--- src/rtl/fir_seq_param.sv ---
// Time-multiplexed FIR filter: one signed MAC walks N_TAPS taps per accepted sample.
// Coefficients are loaded serially at run time. The result is shifted and saturated.
module fir_seq_param #(
  parameter int N_TAPS = 16,
  parameter int DATA_W = 12,
  parameter int COEF_W = 12,
  parameter int OUT_W  = 16,
  parameter int SHIFT  = 8
) (
  input  logic                     clk_i,
  input  logic                     rst_i,
  input  logic                     coef_load_i,
  input  logic signed [COEF_W-1:0] coef_i,
  input  logic                     coef_valid_i,
  output logic                     coef_loaded_o,
  input  logic signed [DATA_W-1:0] sample_i,
  input  logic                     sample_valid_i,
  output logic                     sample_ready_o,
  output logic signed [OUT_W-1:0]  data_o,
  output logic                     data_valid_o
);
  localparam int IDX_W  = (N_TAPS > 1) ? $clog2(N_TAPS) : 1;
  localparam int PROD_W = DATA_W + COEF_W;
  localparam int ACC_W  = PROD_W + $clog2(N_TAPS);
  localparam logic [IDX_W-1:0] LAST_IDX = IDX_W'(N_TAPS - 1);

  typedef enum logic [1:0] {S_IDLE, S_LOAD, S_MAC, S_OUT} state_t;

  state_t                   state_q, state_d;
  logic signed [COEF_W-1:0] coef_q [N_TAPS];
  logic signed [DATA_W-1:0] x_q    [N_TAPS];
  logic        [IDX_W-1:0]  idx_q;
  logic signed [ACC_W-1:0]  acc_q;

  logic                     accept, coef_wr, mac_en, out_en, last_idx;
  logic signed [PROD_W-1:0] prod;
  logic signed [ACC_W-1:0]  prod_ext, shifted;
  logic signed [OUT_W-1:0]  sat_val;

  assign last_idx = (idx_q == LAST_IDX);

  // NOTE: sequential state is written with <= so every flop samples pre-edge values.
  always_ff @(posedge clk_i or negedge rst_i) begin
    if (!rst_i) state_q <= S_IDLE;
    else        state_q <= state_d;
  end

  // NOTE: every output of this block gets a default first, so no path infers a latch.
  always_comb begin
    state_d        = state_q;
    accept         = 1'b0;
    coef_wr        = 1'b0;
    mac_en         = 1'b0;
    out_en         = 1'b0;
    sample_ready_o = 1'b0;
    if (coef_load_i) begin
      // A reload request beats everything else, including a waiting sample.
      state_d = S_LOAD;
    end else begin
      unique case (state_q)
        S_IDLE: begin
          sample_ready_o = coef_loaded_o;
          if (sample_valid_i && coef_loaded_o) begin
            accept  = 1'b1;
            state_d = S_MAC;
          end
        end
        S_LOAD: begin
          if (coef_valid_i) begin
            coef_wr = 1'b1;
            if (last_idx) state_d = S_IDLE;
          end
        end
        S_MAC: begin
          mac_en = 1'b1;
          if (last_idx) state_d = S_OUT;
        end
        S_OUT: begin
          out_en  = 1'b1;
          state_d = S_IDLE;
        end
        default: state_d = S_IDLE;
      endcase
    end
  end

  always_comb begin
    prod     = PROD_W'(coef_q[idx_q]) * PROD_W'(x_q[idx_q]);
    prod_ext = ACC_W'(prod);
    shifted  = acc_q >>> SHIFT;
  end

  generate
    if (OUT_W >= ACC_W) begin : g_no_sat
      assign sat_val = OUT_W'(shifted);
    end else begin : g_sat
      // In range exactly when all bits above the output sign bit match it.
      always_comb begin
        if (shifted[ACC_W-1:OUT_W-1] == '0 || shifted[ACC_W-1:OUT_W-1] == '1)
          sat_val = shifted[OUT_W-1:0];
        else if (shifted[ACC_W-1])
          sat_val = {1'b1, {(OUT_W-1){1'b0}}};
        else
          sat_val = {1'b0, {(OUT_W-1){1'b1}}};
      end
    end
  endgenerate

  // NOTE: coefficient and delay-line storage is reset explicitly; a restart must see a zero history.
  always_ff @(posedge clk_i or negedge rst_i) begin
    if (!rst_i) begin
      for (int k = 0; k < N_TAPS; k++) begin
        coef_q[k] <= '0;
        x_q[k]    <= '0;
      end
      idx_q         <= '0;
      acc_q         <= '0;
      coef_loaded_o <= 1'b0;
      data_o        <= '0;
      data_valid_o  <= 1'b0;
    end else begin
      data_valid_o <= 1'b0;
      if (coef_load_i) begin
        for (int k = 0; k < N_TAPS; k++) x_q[k] <= '0;
        idx_q         <= '0;
        coef_loaded_o <= 1'b0;
      end else begin
        if (accept) begin
          for (int k = N_TAPS - 1; k > 0; k--) x_q[k] <= x_q[k-1];
          x_q[0] <= sample_i;
          acc_q  <= '0;
          idx_q  <= '0;
        end
        if (coef_wr) begin
          coef_q[idx_q] <= coef_i;
          idx_q         <= last_idx ? '0 : idx_q + 1'b1;
          if (last_idx) coef_loaded_o <= 1'b1;
        end
        if (mac_en) begin
          acc_q <= acc_q + prod_ext;
          idx_q <= last_idx ? '0 : idx_q + 1'b1;
        end
        if (out_en) begin
          data_o       <= sat_val;
          data_valid_o <= 1'b1;
        end
      end
    end
  end

endmodule

--- config.mk ---
export PLATFORM = sky130hd
export DESIGN_NAME = fir_seq_param
export DESIGN_NICKNAME = d
export VERILOG_FILES = /design/src/rtl/fir_seq_param.sv
export SDC_FILE = /design/constraint.sdc
export NUM_CORES = 1
export LEC_CHECK = 0
export CAP_MARGIN = 25
export CORE_UTILIZATION = 51
export DETAILED_ROUTE_END_ITERATION = 16
export GPL_ROUTABILITY_DRIVEN = 0
export PLACE_DENSITY_LB_ADDON = 0.3
export SYNTH_ARGS = -nofsm -noshare
export SYNTH_HDL_FRONTEND = slang
export SYNTH_SLANG_ARGS = --single-unit
--- constraint.sdc ---
create_clock -name clk_i -period 7.7 [get_ports clk_i]
set_input_delay 1.54 -clock clk_i [delete_from_list [all_inputs] [get_ports clk_i]]
set_output_delay 1.54 -clock clk_i [all_outputs]
set_load 0.03 [all_outputs]
-- Word level (Yosys, flattened, before mapping)
Index checks and enable logic that the tools add are counted.
W data, S select, Z words.
- flip-flop bits (word level): 436
- output and inout bits: 19
- magnitude comparators: 2
- equal/unequal tests: 9
- reductions and logical operators: 15
- mux-type cells: 43
- multiply operators: 1
- $add $sub $neg: 2
- bitwise gates (word level): 2
- operators with widths (kind ; number):
    $mux W192 ; 2
    $bwmux W192 ; 1
    $bmux W12 S4 ; 2
    $mux W12 ; 5
    $mux W28 ; 2
    $demux W12 S4 ; 1
    $mux W16 ; 2
    $add A28 B24 Y28 ; 1
    $mul A12 B12 Y24 ; 1
    $mux W4 ; 5
    $mux W1 ; 17
    $eq A13 B13 Y1 const B ; 1
    $logic_not A13 Y1 ; 1
    $ne A3 B3 Y1 const B ; 4
    $mux W2 ; 5
    $pmux W2 S4 ; 1
    $reduce_and A2 Y1 ; 4
    $reduce_bool A2 Y1 ; 4
    $ge A5 B5 Y1 const B ; 1
    $lt A5 B1 Y1 const B ; 1
    $not A4 Y5 ; 1
    $add A4 B1 Y4 const B ; 1
    $eq A2 B2 Y1 const B ; 2
    $eq A4 B4 Y1 const B ; 1
    other kinds (7) ; 8

-- Depth between registers and ports, before layout
- word-level depth: 8
- gate-level depth with buffers: 28

-- Worst setup path before layout
Ideal clock, no wire load.
- path type: flip-flop to flip-flop
- from: register idx_q[0]
- to: register acc_q[26]
- clock period less this slack: 6.862 ns
- slack: 0.838 ns
- buffers on the path: 4
- cell stages (with the launch flop): 26
- arrival: 6.761 ns
- setup time: 0.101 ns
- path through: dfrtp_1 -> buf_6 -> buf_4 -> buf_2 -> mux4_2 -> mux2i_1 -> nand2_1 -> o21ai_1 -> buf_2 -> nor2_1 -> fa_1 -> inv_1 -> fa_1 -> inv_1 -> fa_1 -> fa_1 -> fa_1 -> fa_1 -> ha_1 -> a21oi_1 -> o211ai_1 -> a221oi_2 -> a211oi_1 -> o31a_1 -> o21a_1 -> o32ai_1
- longest elaborated chain between the ends: 7
- ends and longest elaborated chain (item ; line ; source):
    start: declaration ; 32 ; logic [IDX_W-1:0] idx_q;
    start signal: assignment ; 136 ; idx_q <= last_idx ? '0 : idx_q + 1'b1;
    start signal: assignment ; 141 ; idx_q <= last_idx ? '0 : idx_q + 1'b1;
    $not A4 Y5 (implied by the code) * ; 88 ; prod = PROD_W'(coef_q[idx_q]) * PROD_W'(x_q[idx_q]);
    $bmux W12 S4 ; 88 ;
    $mux W12 (implied by the code) (2 in a row) ; 88 ;
    $mul A12 B12 Y24 * ; 88 ;
    $add A28 B24 Y28 * ; 140 ; acc_q <= acc_q + prod_ext;
    $mux W28 * ; 139 ; if (mac_en) begin
    end signal: assignment ; 140 ;
    end: declaration ; 33 ; logic signed [ACC_W-1:0] acc_q;
Mark *: on every way between the ends. The rest lies on a longest branch, timed or not. The select of a mux whose other input is x is not followed.
A chain may end at the register's enable or synchronous reset.

-- Final worst setup path
Same ends and word-level chain as after synthesis.

==> results_tabular.tex <==
\begin{tabular}{lr}
\hline
Metric & Value \\
\hline
\multicolumn{2}{l}{\textbf{Critical path}} \\
\quad Worst Path Required & approximately 8200 ps \\
\quad Highest net fanout along the worst path & 25 \\
\quad Crit path launch & idx\_q[0] \\
\quad Critical Path End Type & register \\
\quad Startpoint of the lowest-slack register-to-register path & idx\_q[0] \\
\quad Crit-path max cell delay & 600 ps \\
\quad Setup crit start kind & register \\
\quad Series of cell instances along the critical path & buf\_16 -> mux4\_2 -> mux4\_2 -> inv\_1 -> nor2\_1 -> fa\_1 -> inv\_1 -> fa\_1 -> inv\_1 -> fa\_1 -> inv\_1 -> fa\_1 -> inv\_1 -> fa\_1 -> ha\_1 -> ha\_1 -> o211ai\_1 -> o211ai\_1 -> a221oi\_2 -> a211oi\_1 -> o31a\_1 -> o21a\_1 -> o32ai\_1 \\
\quad Cell at the slowest stage of the critical path & sky130\_fd\_sc\_hd\_\_mux4\_2 \\
\quad Endpoint arrival time on the critical path & between 7000 and 8000 ps \\
\quad Crit-path leading delay family & adder cells \\
\quad Category of the most critical setup path & register to register \\
\quad Buffer and inverter count on the worst path & 6 \\
\multicolumn{2}{l}{\textbf{Drt}} \\
\quad Total routed wirelength & approximately 56 mm \\
\quad DRT Pass-1 Iters & 6 \\
\quad Vias per inst & between 5 and 6 \\
\quad Routed WL per cell & 20.7 um \\
\quad Remaining routing DRC violations & 0 \\
\quad Drt initial violations & $\sim$1400 \\
\quad DR vias & roughly 16000 \\
\quad Routed Antenna Nets & 0 \\
\multicolumn{2}{l}{\textbf{Die}} \\
\quad Die Outline Area & $\sim$51000 sq um \\
\quad Height of the die & between 200 and 250 um \\
\quad Std-Cell Core Area & 49300 sq um \\
\quad Initial Util & 52.1\% \\
\quad Count of pins on the block boundary & between 40 and 50 \\
\quad Row count & about 80 \\
\quad Chip width & roughly 230 um \\
\multicolumn{2}{l}{\textbf{Synthesis}} \\
\quad Top cell types by occurrence after synthesis & sky130\_fd\_sc\_hd\_\_dfrtp\_1, sky130\_fd\_sc\_hd\_\_inv\_1, sky130\_fd\_sc\_hd\_\_mux2\_2 \\
\quad Post-synth ARST share & 100\% \\
\quad Cell count after synthesis & 1984 \\
\quad Fraction of the yosys area taken by sequential cells & 42.5\% \\
\quad Most frequent cell after synthesis & sky130\_fd\_sc\_hd\_\_dfrtp\_1 \\
\quad Post-Syn Nets & 2271 \\
\quad Largest cells by area after synthesis & sky130\_fd\_sc\_hd\_\_dfrtp\_1, sky130\_fd\_sc\_hd\_\_fa\_1, sky130\_fd\_sc\_hd\_\_mux2\_2 \\
\quad Top\_reg\_cell synth & sky130\_fd\_sc\_hd\_\_dfrtp\_1 \\
\quad Number of enable-type register cells in the synthesized netlist & 0 \\
\quad Syn avg cell area & approximately 13 sq um \\
\quad Share of Yosys cell area claimed by the top area cell type & between 40\% and 50\% \\
\quad Distinct cell type count after synthesis & 55 \\
\quad Yosys Warn Count & 0 \\
\quad Largest area contributor in the synthesized netlist & sky130\_fd\_sc\_hd\_\_dfrtp\_1 \\
\quad Synth Register Bits & about 440 \\
\quad Netlist area before placement & around 26000 sq um \\
\multicolumn{2}{l}{\textbf{STA}} \\
\quad Transition time at the pin with the least slew margin & between 1000 and 1500 ps \\
\quad Final setup violation count & 0 \\
\quad Final hold violation count & 0 \\
\quad Fin crit share & 97.0\% \\
\quad Max frequency & roughly 130 MHz \\
\quad Tightest slew margin relative to the limit & a little under a third \\
\quad Worst setup skew after layout & slightly below 20 ps \\
\quad Pins over their slew limit & 0 \\
\quad Post-layout min period & between 7000 and 8000 ps \\
\multicolumn{2}{l}{\textbf{Global routing}} \\
\quad Grt total ovfl & 0 \\
\quad Wire length of the first global-routing pass & 90.8 mm \\
\quad Largest net degree at the start of global routing & between 200 and 250 \\
\quad Initial antenna violation count & 1 \\
\quad Via count of the first global-routing pass & 16538 \\
\quad Combined global-route utilization of all metal layers & 22.8\% \\
\multicolumn{2}{l}{\textbf{Final layout}} \\
\quad Design Area, Final & between 20000 and 30000 sq um \\
\quad Final Net Count & 2288 \\
\quad Layout filler cell count & 4001 \\
\quad Fraction of final layout cells sized beyond drive strength 1 & between 20\% and 30\% \\
\quad Number of diodes added for antenna fixing & 0 \\
\quad Synthesis-to-finish area growth & 10.6\% \\
\multicolumn{2}{l}{\textbf{Placement}} \\
\quad Post-place instance area & about 27000 sq um \\
\quad Count of buffers inserted at the top-level ports & 47 \\
\quad Final HPWL from detailed placement & between 30 and 40 mm \\
\multicolumn{2}{l}{\textbf{CTS}} \\
\quad Number of buffers created by CTS & 45 \\
\quad CTS tree & yes \\
\quad Sinks on Clock Net & about 440 \\
\quad Clock Root Buffer & sky130\_fd\_sc\_hd\_\_clkbuf\_16 \\
\quad Number of buffers on the longest clock path & 3 \\
\quad Later-pin clock latency in the skew report & 590 ps \\
\quad Clock transition at the registers of the reported paths & 60 ps \\
\quad CTS hold repair buffers & 0 \\
\quad Htree depth & 2 \\
\multicolumn{2}{l}{\textbf{Min path}} \\
\quad Hold path startpoint & coef\_q[168] \\
\quad Hold Crit Class & register to register \\
\multicolumn{2}{l}{\textbf{Power and ir drop}} \\
\quad Total design power & around 5.5 mW \\
\quad Maximum resistive drop on vdd & 0.000169 V \\
\quad Power density normalized to cell area & roughly 190 nW/um\^{}2 \\
\quad Static Leak & between 10 and 15 nW \\
\multicolumn{2}{l}{\textbf{Outcome}} \\
\quad Outcome & finished clean \\
\multicolumn{2}{l}{\textbf{Job}} \\
\quad \# Max-Cap Violations & 0 \\
\hline
\end{tabular}
-- layout make-up --
class / count / area [sq um] / area share (%)
Clock buffer: 65 / 1310 / 4.62
Timing Repair Buffer: 94 / 966 / 3.40
Multi-Input combinational cell: 1207 / 13400 / 47.1
Clock inverter: 9 / 180 / 0.634
Inverter: 217 / 815 / 2.87
Sequential cell: 436 / 10900 / 38.4
Tap cell: 664 / 831 / 2.92
-- cells in the final DEF, fill, tap and decap left out, drive strengths merged, types with 4 or more instances in the layout --
master | synthesis | routed
o31ai | 6 | 6
mux4 | 112 | 112
nand2 | 114 | 114
nor3 | 7 | 7
buf | 46 | 48
ha | 79 | 79
nor2 | 118 | 118
nand3 | 13 | 13
xor2 | 9 | 9
nor2b | 4 | 4
o21ai | 28 | 28
a21oi | 36 | 36
and3 | 6 | 6
xnor2 | 15 | 15
and2 | 7 | 7
o22ai | 16 | 16
bufinv | 0 | 4
o32ai | 5 | 5
mux2i | 8 | 8
inv | 217 | 219
a21o | 8 | 8
mux2 | 201 | 201
clkdlybuf4s50 | 0 | 46
a22o | 192 | 192
fa | 179 | 179
dfrtp | 436 | 436
a211oi | 6 | 6
clkbuf | 78 | 65
-- worst reg2reg max path: stages, from the launching register on --
cell and delay, ps:
sky130_fd_sc_hd__dfrtp_4 560, sky130_fd_sc_hd__buf_16 250, sky130_fd_sc_hd__mux4_2 540, sky130_fd_sc_hd__mux4_2 600, sky130_fd_sc_hd__inv_1 250, sky130_fd_sc_hd__nor2_1 110
sky130_fd_sc_hd__fa_1 540, sky130_fd_sc_hd__inv_1 50, sky130_fd_sc_hd__fa_1 470, sky130_fd_sc_hd__inv_1 60, sky130_fd_sc_hd__fa_1 500, sky130_fd_sc_hd__inv_1 60
sky130_fd_sc_hd__fa_1 520, sky130_fd_sc_hd__inv_1 50, sky130_fd_sc_hd__fa_1 440, sky130_fd_sc_hd__ha_1 290, sky130_fd_sc_hd__ha_1 340, sky130_fd_sc_hd__o211ai_1 260
sky130_fd_sc_hd__o211ai_1 200, sky130_fd_sc_hd__a221oi_2 410, sky130_fd_sc_hd__a211oi_1 150, sky130_fd_sc_hd__o31a_1 310, sky130_fd_sc_hd__o21a_1 170, sky130_fd_sc_hd__o32ai_1 220
-- cells by family (layout without fill, tap and decap cells) --
kind of cell               after synthesis  in the layout  synth area share [%]
buffers and inverters                  341            385                  5.49
muxes                                  321            321                  19.1
AOI/OAI and AO/OA                      318            318                  9.63
xor gates and xnor gates                24             24                 0.819
DFF                                    436            436                  42.5
and+or+nand+nor                        286            286                  4.62
adders and majority gates              258            258                  17.8
-- sequential cells by signal, summed over array words and instances (netlist names) --
register,cells
idx_q,4
coef_loaded_o,1
coef_q,192
x_q,192
state_q,2
data_valid_o,1
acc_q,28
data_o,16
-- stage by stage --
stage	std cells	hold WS, ps	worst slack [ps]	setup TNS [ps]	util (%)
after global placement	2610	480	341	0	54.5
after detailed placement	2610	485	196	0	54.5
after global routing	2692	510	-11.9	-11.9	57.7
after floorplan	1984	468	838	0	-
after CTS	2684	499	186	0	57.5
final	2692	497	232	0	57.7
-- per-layer routing --
| layer | GRT usage (%) | wire length (um) |
|---|---|---|
| met4 | 5.95 | 1250 |
| met2 | 35.7 | 26000 |
| met5 | 0 | 14 |
| met3 | 4.12 | 3350 |
| met1 | 32.9 | 25100 |
-- final timing paths --
kind | depth (start not counted) | slack (ps) | to
max | 23 | 230 | acc_q[26]
min | 1 | 500 | coef_q[168]
max reg2reg | 23 | 230 | acc_q[26]
min reg2reg | 1 | 500 | coef_q[168]
max in group asynchronous | 3 | 4860 | x_q[30]
min in group asynchronous | 1 | 980 | x_q[98]
-- where the power goes --
part / internal (mW) / switching [mW]
registers: 2.39 / 0.0551
clock network: 1.32 / 0.907
logic: 0.362 / 0.481
total: 4.07 / 1.44
-- timing repair --
action	CTS	global route
gates resized for setup	0	7
endpoints found under the setup margin	0	5
setup buffers	0	8
(Power assumes the default switching activity.)
